File: config.mk
export PLATFORM = sky130hd
export DESIGN_NAME = cmac_rx_link_supervisor
export DESIGN_NICKNAME = d
export VERILOG_FILES = /design/src/rtl/cmac_rx_link_supervisor.sv
export SDC_FILE = /design/constraint.sdc
export NUM_CORES = 1
export LEC_CHECK = 0
export ABC_AREA = 1
export CORE_MARGIN = 4
export CORE_UTILIZATION = 65
export CTS_CLUSTER_DIAMETER = 200
export DETAILED_ROUTE_END_ITERATION = 6
export GPL_ROUTABILITY_DRIVEN = 0
export MAX_ROUTING_LAYER = met4
export PLACE_DENSITY = 0.88
export SLEW_MARGIN = 10
export SYNTH_ARGS = -nofsm -noshare
export SYNTH_HDL_FRONTEND = slang
export SYNTH_SLANG_ARGS = --single-unit
File: constraint.sdc
create_clock -name rx_clk -period 9.3 [get_ports rx_clk]
set_input_delay 1.395 -clock rx_clk [delete_from_list [all_inputs] [get_ports rx_clk]]
set_output_delay 1.395 -clock rx_clk [all_outputs]
set_load 0.05 [all_outputs]
File: src/rtl/cmac_rx_link_supervisor.sv
// CMAC RX link supervisor: pulses the RX datapath reset, waits for PCS alignment with
// exponential back-off, debounces alignment into link_up and counts retrains.
module cmac_rx_link_supervisor #(
    parameter int unsigned ALIGN_TIMEOUT = 644531250,
    parameter int unsigned RESET_CYCLES  = 50,
    parameter int unsigned DEBOUNCE      = 1024,
    parameter int unsigned STABLE_CYCLES = 32226562,
    parameter int unsigned MAX_BACKOFF   = 4
) (
    input  logic        rx_clk,
    input  logic        rx_reset,
    input  logic        sync_rx_aligned,
    input  logic        force_retrain,
    output logic        reset_rx_datapath,
    output logic        link_up,
    output logic [2:0]  backoff_level,
    output logic [15:0] retrain_count,
    output logic [2:0]  fsm_state
);
    localparam int TW = 40;
    localparam int DW = $clog2(DEBOUNCE + 1);
    localparam int SW = $clog2(STABLE_CYCLES + 1);

    typedef enum logic [2:0] {
        ST_RESET  = 3'd0,
        ST_WAIT   = 3'd1,
        ST_SETTLE = 3'd2,
        ST_UP     = 3'd3
    } state_t;

    state_t         state_q, state_d;
    logic [TW-1:0]  timer_q, timer_d;
    logic [DW-1:0]  deb_q, deb_d;
    logic [SW-1:0]  stab_q, stab_d;
    logic [2:0]     backoff_d;
    logic [15:0]    retrain_d;
    logic           rst_dp_d, link_up_d;
    logic           retrain_evt;

    always_ff @(posedge rx_clk or posedge rx_reset) begin
        if (rx_reset) begin
            state_q           <= ST_RESET;
            timer_q           <= TW'(RESET_CYCLES);
            deb_q             <= '0;
            stab_q            <= '0;
            backoff_level     <= '0;
            retrain_count     <= '0;
            reset_rx_datapath <= 1'b1;
            link_up           <= 1'b0;
        end else begin
            state_q           <= state_d;
            timer_q           <= timer_d;
            deb_q             <= deb_d;
            stab_q            <= stab_d;
            backoff_level     <= backoff_d;
            retrain_count     <= retrain_d;
            reset_rx_datapath <= rst_dp_d;
            link_up           <= link_up_d;
        end
    end

    // force_retrain is checked first so it wins over timeout and alignment loss.
    always_comb begin
        state_d     = state_q;
        timer_d     = timer_q;
        deb_d       = deb_q;
        stab_d      = stab_q;
        backoff_d   = backoff_level;
        retrain_evt = 1'b0;
        case (state_q)
            ST_RESET: begin
                if (timer_q == TW'(1)) begin
                    state_d = ST_WAIT;
                    timer_d = TW'(ALIGN_TIMEOUT) << backoff_level;
                end else begin
                    timer_d = timer_q - TW'(1);
                end
            end
            ST_WAIT: begin
                if (force_retrain) begin
                    state_d     = ST_RESET;
                    retrain_evt = 1'b1;
                end else if (sync_rx_aligned) begin
                    state_d = ST_SETTLE;
                    deb_d   = '0;
                end else if (timer_q == TW'(1)) begin
                    state_d = ST_RESET;
                    if (backoff_level < 3'(MAX_BACKOFF))
                        backoff_d = backoff_level + 3'd1;
                end else begin
                    timer_d = timer_q - TW'(1);
                end
            end
            ST_SETTLE: begin
                if (force_retrain) begin
                    state_d     = ST_RESET;
                    retrain_evt = 1'b1;
                end else if (!sync_rx_aligned) begin
                    state_d = ST_RESET;
                end else if (deb_q == DW'(DEBOUNCE - 1)) begin
                    state_d = ST_UP;
                    stab_d  = '0;
                end else begin
                    deb_d = deb_q + DW'(1);
                end
            end
            ST_UP: begin
                if (force_retrain || !sync_rx_aligned) begin
                    state_d     = ST_RESET;
                    retrain_evt = 1'b1;
                end else if (stab_q == SW'(STABLE_CYCLES - 1)) begin
                    stab_d    = SW'(STABLE_CYCLES);
                    backoff_d = '0;
                end else if (stab_q != SW'(STABLE_CYCLES)) begin
                    stab_d = stab_q + SW'(1);
                end
            end
            default: state_d = ST_RESET;
        endcase
        if (state_d == ST_RESET && state_q != ST_RESET)
            timer_d = TW'(RESET_CYCLES);
    end

    always_comb begin
        rst_dp_d  = (state_d == ST_RESET);
        link_up_d = (state_d == ST_UP);
        retrain_d = retrain_count;
        if (retrain_evt && retrain_count != 16'hFFFF)
            retrain_d = retrain_count + 16'd1;
    end

    assign fsm_state = state_q;
endmodule

==> flow_metrics.tcl, run 1 <==
set metrics [dict create \
    worst-path-buf-inv 1 \
    ant_nets 0 \
    ys_warn_count 0 \
    yosys.cell_types.count 47 \
    ys_seq_elements 100 \
    cts_inserted_buffers 9 \
    crit_arrival_ps 2100 \
    number_of_antenna_violations_at_the_first_check_in_global_routing 0 \
    synth_ff_type "sky130_fd_sc_hd__dfrtp_1" \
    design_area_sq_um 7620 \
    post_drt_wl_per_cell_microns 14.9 \
    cts.root.buffer_cell "sky130_fd_sc_hd__clkbuf_8" \
    postCtsHoldBufs 0 \
    holdPathStages 1 \
    postPlaceCellArea_sq_um 7440 \
    final-setup-viol-count 0 \
    post-dp-hpwl_microns 12700 \
    floorplan.die.width_microns 113 \
    start_util_pct 67.7 \
    areaGrowthSynthToFinish_pct 7.16 \
    post_cts_buffers 0 \
    synthCells 1025 \
    wire_length_of_the_first_global_routing_pass_microns 30200 \
    crit_required_ps 7910 \
    reg2reg_slack_ps 6610 \
    viasPerCell 5.72 \
    drt_first_pass_iters 5 \
    critPathMaxFanout 17 \
    port_buffers 27 \
    finalCriticalPeriod_ps 3500 \
    power_per_cell_area_nw_per_um2 108 \
    clk-insertion-delay-late_ps 400 \
    fin_setup_tns_ps 0 \
    post-place-cells 1172 \
    synthTopCellsByArea "sky130_fd_sc_hd__dfrtp_1 34%, sky130_fd_sc_hd__nand2_1 18%, sky130_fd_sc_hd__nor2_1 6.8%, sky130_fd_sc_hd__inv_1 5.2%, sky130_fd_sc_hd__xor2_1 5.2%" \
    hold_class "reg2reg" \
    post_layout_nonfiller_instances 1188 \
    antenna-diode-count 0 \
    critPathSlowestCell "sky130_fd_sc_hd__clkdlybuf4s50_1" \
    detailedRoute.firstIterationViolations 660 \
    hold_viol_final 0 \
    hold-worst-slack_ps 521 \
    worst_r2r_path_depth 9 \
    clock_pin_slew_on_the_worst_setup_and_hold_paths_ps 110 \
    routed_wl_microns 17700 \
    clock_path_buffers 2 \
    post_synthesis_async_set_or_reset_flop_share_pct 100 \
    drive_above_1_share_pct 9.79 \
    final_setup_skew_ps 13.8 \
    vdd_drop_max_v 0.0000978 \
    min_delay_worst_endpoint "retrain_count[6]" \
    die_height_microns 113 \
    max_cap_violations 0 \
    die-area_sq_um 12700 \
    leakagePower_nw 4.05 \
    timing.rr.start "fsm_state[1]" \
    rsz0062_at_grt "false" \
    final.period_utilization_pct 37.6 \
    mappedNetlistArea_sq_um 7110 \
    final_common_cell "sky130_fd_sc_hd__nand2_1" \
    cts-resized-gates 0 \
    critical_path.max_stage_delay_ps 920 \
    grt_max_degree 56 \
    timing.critical_path.cells "clkdlybuf4s50_1" \
    criticalPathCategory "reg2out" \
    synth_nets 1045 \
    finish.utilization_pct 72.5 \
    synth_largest_type_area_fraction_pct 33.8 \
    timing_max_transition_violations_final 0 \
    design.portCount 28 \
    std_cell_rows 37 \
    synth_top_cell_by_area "sky130_fd_sc_hd__dfrtp_1" \
    max_slew.worst_pin.slew_ps 674 \
    synth_edf_count 0 \
    fin_nets 1067 \
    beginning_of_the_worst_hold_path "retrain_count[6]" \
    crit_path_end_kind "output pin" \
    timing.critical_path.max_delay_family "buffers and inverters" \
    run_status "finished, final reports clean" \
    vias 6798 \
    tritoncts "done" \
    layout_common_cells "341 x sky130_fd_sc_hd__nand2_1, 128 x sky130_fd_sc_hd__nor2_1, 97 x sky130_fd_sc_hd__inv_1" \
    syn-mean-instance-area_sq_um 6.94 \
    yosysSeqAreaShare_pct 35.3 \
    r2r_end "timer_q[39]" \
    globalRouteTotalUtil_pct 29.8 \
    cp-start-kind "flip-flop" \
    grt_pass1_vias 6518 \
    numClockSinks 100 \
    max_slew_margin_pct 55.1 \
    fmax_ghz 0.286 \
    route.detailed.drc 0 \
    grt_remaining_overflow 0 \
    cts_htree_levels 3 \
    standard_cell_core_area_sq_um 10500 \
]
## layout make-up
cell class              instances  area (sq um)
clock buffers                   9           124
clock inverters                 7          50.0
flip-flops and latches        100          2510
fillers                       873          2890
multi-input cells             801          4070
inverters                     106           412
repair buffers                 29           285
well taps                     136           170
## state kept, by name (all words and copies together), names as in the netlist
register and count:
timer_q 40, stab_q 25, retrain_count 16, deb_q 11, backoff_level 3, fsm_state 3, link_up 1, reset_rx_datapath 1
## report_power, final
part	leakage, nW	switching, W	internal [W]
Combinational	2.71	0.0000703	0.0000301
Sequential	1.25	0.0000124	0.000444
Clock	0.0873	0.000170	0.0000987
Total	4.05	0.000253	0.000573
## metrics by stage
step                total power (W)  worst slack (ps)
floorplan                  0.000535              5290
global placement           0.000561              5810
detailed placement         0.000563              5690
CTS                        0.000825              5850
global route               0.000854              5760
finish                     0.000826              5800
## layer usage
layer  vias to the layer above  track usage [%]  part of all wire (%)
li1                       3296                -                     -
met1                      3170             39.3                    43
met2                       293             46.4                    46
met3                        39             6.25                   8.0
met4                         0             8.89                   2.3
met5                         -                -                     0
## worst register-to-register path, stage by stage, from the launching register on
cell                      delay (ps)
sky130_fd_sc_hd__dfrtp_1         440
sky130_fd_sc_hd__nor2_1          100
sky130_fd_sc_hd__nand2_1         430
sky130_fd_sc_hd__inv_1           230
sky130_fd_sc_hd__nand3_2         240
sky130_fd_sc_hd__nand2_4         290
sky130_fd_sc_hd__inv_2           410
sky130_fd_sc_hd__nand4_2         250
sky130_fd_sc_hd__nand3_1         150
sky130_fd_sc_hd__nand2_1          60
## synthesized netlist by cell type, types with 2 or more instances
| cell | count |
|---|---|
| sky130_fd_sc_hd__nand2_1 | 341 |
| sky130_fd_sc_hd__nor2_1 | 128 |
| sky130_fd_sc_hd__inv_1 | 98 |
| sky130_fd_sc_hd__dfrtp_1 | 96 |
| sky130_fd_sc_hd__nand3_1 | 69 |
| sky130_fd_sc_hd__xor2_1 | 42 |
| sky130_fd_sc_hd__o21ai_0 | 26 |
| sky130_fd_sc_hd__nand4_1 | 21 |
| sky130_fd_sc_hd__nor3_1 | 21 |
| sky130_fd_sc_hd__a21oi_1 | 19 |
| sky130_fd_sc_hd__nor2_2 | 18 |
| sky130_fd_sc_hd__o21ai_2 | 17 |
| sky130_fd_sc_hd__ha_1 | 16 |
| sky130_fd_sc_hd__o21ai_1 | 16 |
| sky130_fd_sc_hd__xnor2_1 | 15 |
| sky130_fd_sc_hd__nand2_2 | 9 |
| sky130_fd_sc_hd__buf_2 | 7 |
| sky130_fd_sc_hd__nor2_4 | 6 |
| sky130_fd_sc_hd__inv_2 | 5 |
| sky130_fd_sc_hd__nor4_1 | 5 |
| sky130_fd_sc_hd__clkbuf_1 | 4 |
| sky130_fd_sc_hd__dfstp_2 | 4 |
| sky130_fd_sc_hd__or2_2 | 4 |
| sky130_fd_sc_hd__buf_4 | 3 |
| sky130_fd_sc_hd__buf_6 | 3 |
| sky130_fd_sc_hd__nand2_4 | 3 |
| sky130_fd_sc_hd__nand3_2 | 3 |
| sky130_fd_sc_hd__o211ai_1 | 3 |
| sky130_fd_sc_hd__a21oi_2 | 2 |
| sky130_fd_sc_hd__nand4_2 | 2 |
| sky130_fd_sc_hd__nor3_2 | 2 |
| sky130_fd_sc_hd__o22ai_1 | 2 |
## logic make-up after synthesis
kind of cell | Yosys count | synth area share [%]
fa+ha+maj | 16 | 2.82
buf+inv | 124 | 7.53
other cells | 1 | 0.0527
xor+xnor | 57 | 7.02
flops | 100 | 35.3
simple gates | 637 | 39.6
compound gates | 90 | 7.74
## worst max-delay path by stage
stage / from / endpoint / slack (ps) / cells past startpoint
after global placement: sync_rx_aligned / timer_q[0] / 5810 / 9
after detailed placement: sync_rx_aligned / timer_q[0] / 5690 / 9
after CTS: backoff_level[2] / backoff_level[2] / 5850 / 1
after floorplan: rx_reset / backoff_level[0] / 5290 / 1
final: backoff_level[2] / backoff_level[2] / 5800 / 1
after global routing: backoff_level[2] / backoff_level[2] / 5760 / 1
Note: power is estimated with default switching activity, not from simulation.
==> run 2, diff against run 1 <==
--- a/config.mk
+++ b/config.mk
@@ -7,12 +7,12 @@
 export LEC_CHECK = 0
 export ABC_AREA = 1
 export CORE_MARGIN = 4
-export CORE_UTILIZATION = 65
+export CORE_UTILIZATION = 62
 export CTS_CLUSTER_DIAMETER = 200
 export DETAILED_ROUTE_END_ITERATION = 6
 export GPL_ROUTABILITY_DRIVEN = 0
 export MAX_ROUTING_LAYER = met4
-export PLACE_DENSITY = 0.88
+export PLACE_DENSITY = 0.85
 export SLEW_MARGIN = 10
 export SYNTH_ARGS = -nofsm -noshare
 export SYNTH_HDL_FRONTEND = slang
==> constraint.sdc (replaced) <==
create_clock -name rx_clk -period 3.6 [get_ports rx_clk]
set_input_delay 0.54 -clock rx_clk [delete_from_list [all_inputs] [get_ports rx_clk]]
set_output_delay 0.54 -clock rx_clk [all_outputs]
set_load 0.05 [all_outputs]
==> run 2 against run 1 <==
Via count shrank 1.7%. Critical endpoint is now timer_q[0]. Global-route usage shrank 0.27 points. Utilization shrank 2.0 points. Clock skew shrank 5.8 ps. Count of clock-buffer cells in the layout grew 2. Hold slack lost 6.0 ps. Routed wire length grew 0.46%. Final cell count grew 0.42%. Die area grew 4.5%. Combinational power grew to 2.7 times the previous value. Largest cell class unchanged.
==> flow_metrics.tcl, run 2 (synthesis results as in run 1) <==
set metrics [dict create \
    run_status "finished, final reports clean" \
    start_util_pct 64.5 \
    postCtsHoldBufs 0 \
    finish.utilization_pct 70.5 \
    hold-worst-slack_ps 515 \
    critPathMaxFanout 36 \
    fin_nets 1068 \
    crit_arrival_ps 2810 \
    biggestRegsByFlops "timer_q x40, stab_q x25, retrain_count x16" \
    net_switching_power_figure_w 0.000656 \
    met3_wirelength_microns 1400 \
    globalRouteTotalUtil_pct 29.5 \
    post-dp-hpwl_microns 12900 \
    die_height_microns 115 \
    cts-resized-gates 0 \
    standard_cell_core_area_sq_um 11000 \
    areaGrowthSynthToFinish_pct 9.33 \
    cp-start-kind "flip-flop" \
    hold_class "reg2reg" \
    floorplan.die.width_microns 115 \
    post_drt_wl_per_cell_microns 14.9 \
    route.detailed.drc 0 \
    rsz0062_at_grt "false" \
    layout.filler_cells 943 \
    max_slew_margin_pct 48.6 \
    vdd_drop_max_v 0.000414 \
    clock_power_share_pct 41.0 \
    post_cts_buffers 0 \
    drt_first_pass_iters 5 \
    hold_viol_final 0 \
    criticalPathCategory "reg2reg" \
    max_cap_violations 0 \
    cts_htree_levels 3 \
    cts_inserted_buffers 9 \
    clock_pin_slew_on_the_worst_setup_and_hold_paths_ps 70 \
    final_common_cell "sky130_fd_sc_hd__nand2_1" \
    detailedRoute.firstIterationViolations 720 \
    fmax_ghz 0.397 \
    tritoncts "done" \
    fin_setup_tns_ps 0 \
    finalCriticalPeriod_ps 2520 \
    route.met2.wl_microns 8000 \
    worst_slack_ps 1080 \
    design.portCount 28 \
    cts.root.buffer_cell "sky130_fd_sc_hd__clkbuf_16" \
    routed.top_layer "met4" \
    largest_register "timer_q" \
    max_slew.worst_pin.slew_ps 765 \
    clock_path_buffers 2 \
    crit_path_end_kind "flip-flop" \
    viasPerCell 5.60 \
    timing_max_transition_violations_final 0 \
    clk-insertion-delay-late_ps 360 \
    layout_common_cells "341 x sky130_fd_sc_hd__nand2_1, 128 x sky130_fd_sc_hd__nor2_1, 97 x sky130_fd_sc_hd__inv_1" \
    final-seq-area_sq_um 2510 \
    numClockSinks 100 \
    leakagePower_nw 4.11 \
    grt_max_degree 56 \
    grt_pass1_vias 6353 \
    final.period_utilization_pct 69.9 \
    sequentialPowerShare_pct 48.1 \
    std_cell_rows 38 \
    die-area_sq_um 13200 \
    routed_wl_microns 17800 \
    power_per_cell_area_nw_per_um2 315 \
    max_ffs_per_register 40 \
    wire_length_of_the_first_global_routing_pass_microns 30200 \
    power.share.switching_pct 26.8 \
    number_of_antenna_violations_at_the_first_check_in_global_routing 0 \
    crit_required_ps 3900 \
    internal_power_consumption_w 0.00179 \
    p_comb_share_pct 10.9 \
    ant_nets 0 \
    preCtsSetupSlack_ps 958 \
    antenna-diode-count 0 \
    final-setup-viol-count 0 \
    routedLengthMet1_microns 7850 \
    drive_above_1_share_pct 9.78 \
    grt_remaining_overflow 0 \
    final_setup_skew_ps 8.04 \
    port_buffers 27 \
    multiInputGateArea_sq_um 4070 \
    vias 6684 \
]
## run 2: power by group through the flow
stage | combinational [W] | clock (W) | sequential (W)
5_1_grt | 0.000296 | 0.00107 | 0.00118
3_3_place_gp | 0.000258 | 0 | 0.00119
4_1_cts | 0.000264 | 0.00102 | 0.00117
2_1_floorplan | 0.000171 | 0 | 0.00121
6_report | 0.000267 | 0.00100 | 0.00118
3_5_place_dp | 0.000263 | 0 | 0.00120
## run 2: path summary, 6_finish.rpt
kind	from	to	slack [ps]	cells after the start
worst max register to register	fsm_state[1]	timer_q[0]	1080	9
max in group asynchronous	rx_reset	reset_rx_datapath	2190	3
min in group asynchronous	rx_reset	retrain_count[3]	660	2
worst max-delay path	fsm_state[1]	timer_q[0]	1080	9
worst min register to register	deb_q[10]	deb_q[10]	520	2
worst min-delay path	deb_q[10]	deb_q[10]	520	2
## run 2: layout make-up
cell class	count	share of cell area (%)
Tap cell	140	2.25
Clock inverter	5	0.773
Timing Repair Buffer	30	3.93
Inverter	106	5.30
Clock buffer	11	3.12
Sequential cell	100	32.3
Multi-Input combinational cell	801	52.4
## run 2: through the flow
stage	instance area [sq um]	std cells	total power, W
after CTS	7770	1193	0.00246
after floorplan	7110	1025	0.00138
final	7770	1193	0.00245
after global routing	7770	1193	0.00254
after global placement	7470	1177	0.00145
after detailed placement	7470	1177	0.00146
## run 2: worst max-delay path, stage by stage (launching register included)
cell and delay (ps):
sky130_fd_sc_hd__dfrtp_1 420, sky130_fd_sc_hd__nor2_1 200, sky130_fd_sc_hd__nand2_1 350, sky130_fd_sc_hd__inv_1 260, sky130_fd_sc_hd__nand3_2 220, sky130_fd_sc_hd__nand2_4 380, sky130_fd_sc_hd__inv_2 250, sky130_fd_sc_hd__nand4_2 190
sky130_fd_sc_hd__nand3_1 90, sky130_fd_sc_hd__nand2_1 80
## run 2: layer usage
metal	up-vias	global-route usage, %
met5	-	-
met4	0	11.8
met3	52	6.58
met2	268	44.6
met1	3065	38.6
li1	3299	-
==> run 3, diff against run 2 <==
--- a/config.mk
+++ b/config.mk
@@ -7,12 +7,12 @@
 export LEC_CHECK = 0
 export ABC_AREA = 1
 export CORE_MARGIN = 4
-export CORE_UTILIZATION = 62
+export CORE_UTILIZATION = 56
 export CTS_CLUSTER_DIAMETER = 200
 export DETAILED_ROUTE_END_ITERATION = 6
 export GPL_ROUTABILITY_DRIVEN = 0
 export MAX_ROUTING_LAYER = met4
-export PLACE_DENSITY = 0.85
+export PLACE_DENSITY = 0.81
 export SLEW_MARGIN = 10
 export SYNTH_ARGS = -nofsm -noshare
 export SYNTH_HDL_FRONTEND = slang
==> constraint.sdc (replaced) <==
create_clock -name rx_clk -period 2.3 [get_ports rx_clk]
set_input_delay 0.345 -clock rx_clk [delete_from_list [all_inputs] [get_ports rx_clk]]
set_output_delay 0.345 -clock rx_clk [all_outputs]
set_load 0.05 [all_outputs]
==> run 3 against run 2 <==
Die area grew 10%. Register-to-register slack worse by 890 ps. Via count is 1.1% higher. Clock skew is 5.9 ps higher. Total power grew 58%. Hold slack lost 31 ps. Largest power group unchanged.
==> flow_metrics.tcl, run 3 (synthesis results as in run 1) <==
set metrics [dict create \
    port_buffers 27 \
    post-place-cells 1225 \
    cts_htree_levels 3 \
    reg2reg_slack_ps 190 \
    final_common_cell "sky130_fd_sc_hd__nand2_1" \
    design.portCount 28 \
    timing.critical_path.cells "clkdlybuf4s50_1" \
    leakagePower_nw 4.21 \
    cts_inserted_buffers 9 \
    criticalPathCategory "reg2out" \
    grt_max_degree 101 \
    start_util_pct 58.2 \
    vias 6757 \
    viasPerCell 5.44 \
    max_ffs_per_register 40 \
    final_setup_skew_ps 13.9 \
    clk-insertion-delay-late_ps 360 \
    hold_viol_final 0 \
    number_of_antenna_violations_at_the_first_check_in_global_routing 0 \
    run_status "finished, final reports clean" \
    die-area_sq_um 14600 \
    globalRouteTotalUtil_pct 26.5 \
    critPathSlowestCell "sky130_fd_sc_hd__clkdlybuf4s50_1" \
    largest_register "timer_q" \
    max_slew_margin_pct 63.3 \
    std_cell_rows 40 \
    detailedRoute.firstIterationViolations 612 \
    worst_r2r_path_depth 10 \
    cp-start-kind "flip-flop" \
    biggestRegsByFlops "timer_q x40, stab_q x25, retrain_count x16" \
    drt_first_pass_iters 5 \
    grt_remaining_overflow 0 \
    final.period_utilization_pct 92.4 \
    tritoncts "done" \
    crit_path_end_kind "output pin" \
    drive_above_1_share_pct 11.6 \
    fin_nets 1088 \
    timing.rr.start "timer_q[20]" \
    critical_path.max_stage_delay_ps 880 \
    clock_pin_slew_on_the_worst_setup_and_hold_paths_ps 80 \
    wire_length_of_the_first_global_routing_pass_microns 30400 \
    design_area_sq_um 7980 \
    ant_nets 0 \
    fmax_ghz 0.470 \
    post-dp-hpwl_microns 13100 \
    max_cap_violations 0 \
    timing.critical_path.max_delay_family "buffers and inverters" \
    worst-path-buf-inv 1 \
    standard_cell_core_area_sq_um 12200 \
    power_per_cell_area_nw_per_um2 485 \
    cts.root.buffer_cell "sky130_fd_sc_hd__clkbuf_16" \
    max_slew.worst_pin.slew_ps 546 \
    hold_class "in2async" \
    rsz0062_at_grt "false" \
    route.detailed.drc 0 \
    critPathMaxFanout 6 \
    finalPower_w 0.00387 \
    fin_setup_tns_ps 0 \
    routed_wl_microns 18100 \
    timing_max_transition_violations_final 0 \
    vdd_drop_max_v 0.000365 \
    finalCriticalPeriod_ps 2130 \
    antenna-diode-count 0 \
    post_drt_wl_per_cell_microns 14.6 \
    die_height_microns 121 \
    r2r_end "timer_q[31]" \
    crit_required_ps 1960 \
    layout_common_cells "341 x sky130_fd_sc_hd__nand2_1, 128 x sky130_fd_sc_hd__nor2_1, 96 x sky130_fd_sc_hd__inv_1, 96 x sky130_fd_sc_hd__dfrtp_1, 69 x sky130_fd_sc_hd__nand3_1" \
    post_layout_nonfiller_instances 1241 \
    clock_path_buffers 2 \
    floorplan.die.width_microns 121 \
    areaGrowthSynthToFinish_pct 12.2 \
    numClockSinks 100 \
    postPlaceCellArea_sq_um 7670 \
    crit_arrival_ps 1780 \
    grt_pass1_vias 6376 \
    final-setup-viol-count 0 \
]
run 3: changes by cell type in the layout (fill, tap and decap cells not counted):
cell	before	now
sky130_fd_sc_hd__clkinv_4	2	3
sky130_fd_sc_hd__inv_4	1	0
sky130_fd_sc_hd__clkinvlp_4	1	3
sky130_fd_sc_hd__buf_12	1	2
sky130_fd_sc_hd__clkinv_2	2	1
sky130_fd_sc_hd__inv_1	97	96
sky130_fd_sc_hd__inv_2	5	6
sky130_fd_sc_hd__clkbuf_1	1	0
sky130_fd_sc_hd__buf_4	2	21
run 3: final cells by class:
cell class | instances | area [sq um]
sequential | 100 | 2510
fill | 1093 | 4230
tap | 168 | 210
clock inverter | 6 | 71.3
multi-input combinational | 801 | 4070
timing repair buffer | 50 | 468
clock buffer | 10 | 239
inverter | 106 | 413
run 3: metrics by stage:
step	setup slack [ps]	hold WS (ps)	util, %
finish	174	484	65.3
global route	16.4	520	65.3
CTS	183	501	65.3
detailed placement	212	488	62.8
global placement	241	491	62.8
floorplan	267	480	-
run 3: worst max-delay path by stage:
stage | cells past startpoint | end | start
3_3_place_gp | 10 | timer_q[11] | timer_q[20]
2_1_floorplan | 10 | timer_q[16] | backoff_level[1]
4_1_cts | 1 | backoff_level[1] | backoff_level[1]
3_5_place_dp | 10 | timer_q[11] | timer_q[20]
5_1_grt | 11 | timer_q[31] | timer_q[1]
6_report | 1 | backoff_level[1] | backoff_level[1]
run 3: repair_timing:
item	in CTS	in global routing
endpoints found under the setup margin	0	1
setup buffers	0	0
hold buffers	0	0
resized for setup	0	1
run 3: per-layer routing:
layer / global-route usage (%) / wire (microns)
met5: - / 0
met4: 9.92 / 625
met2: 40.0 / 8140
met3: 5.89 / 1170
met1: 35.1 / 8150
run 3: power breakdown:
part	internal, W	switching [W]	total (W)
Sequential	0.00180	0.0000393	0.00184
Combinational	0.000135	0.000297	0.000432
Clock	0.000882	0.000722	0.00160
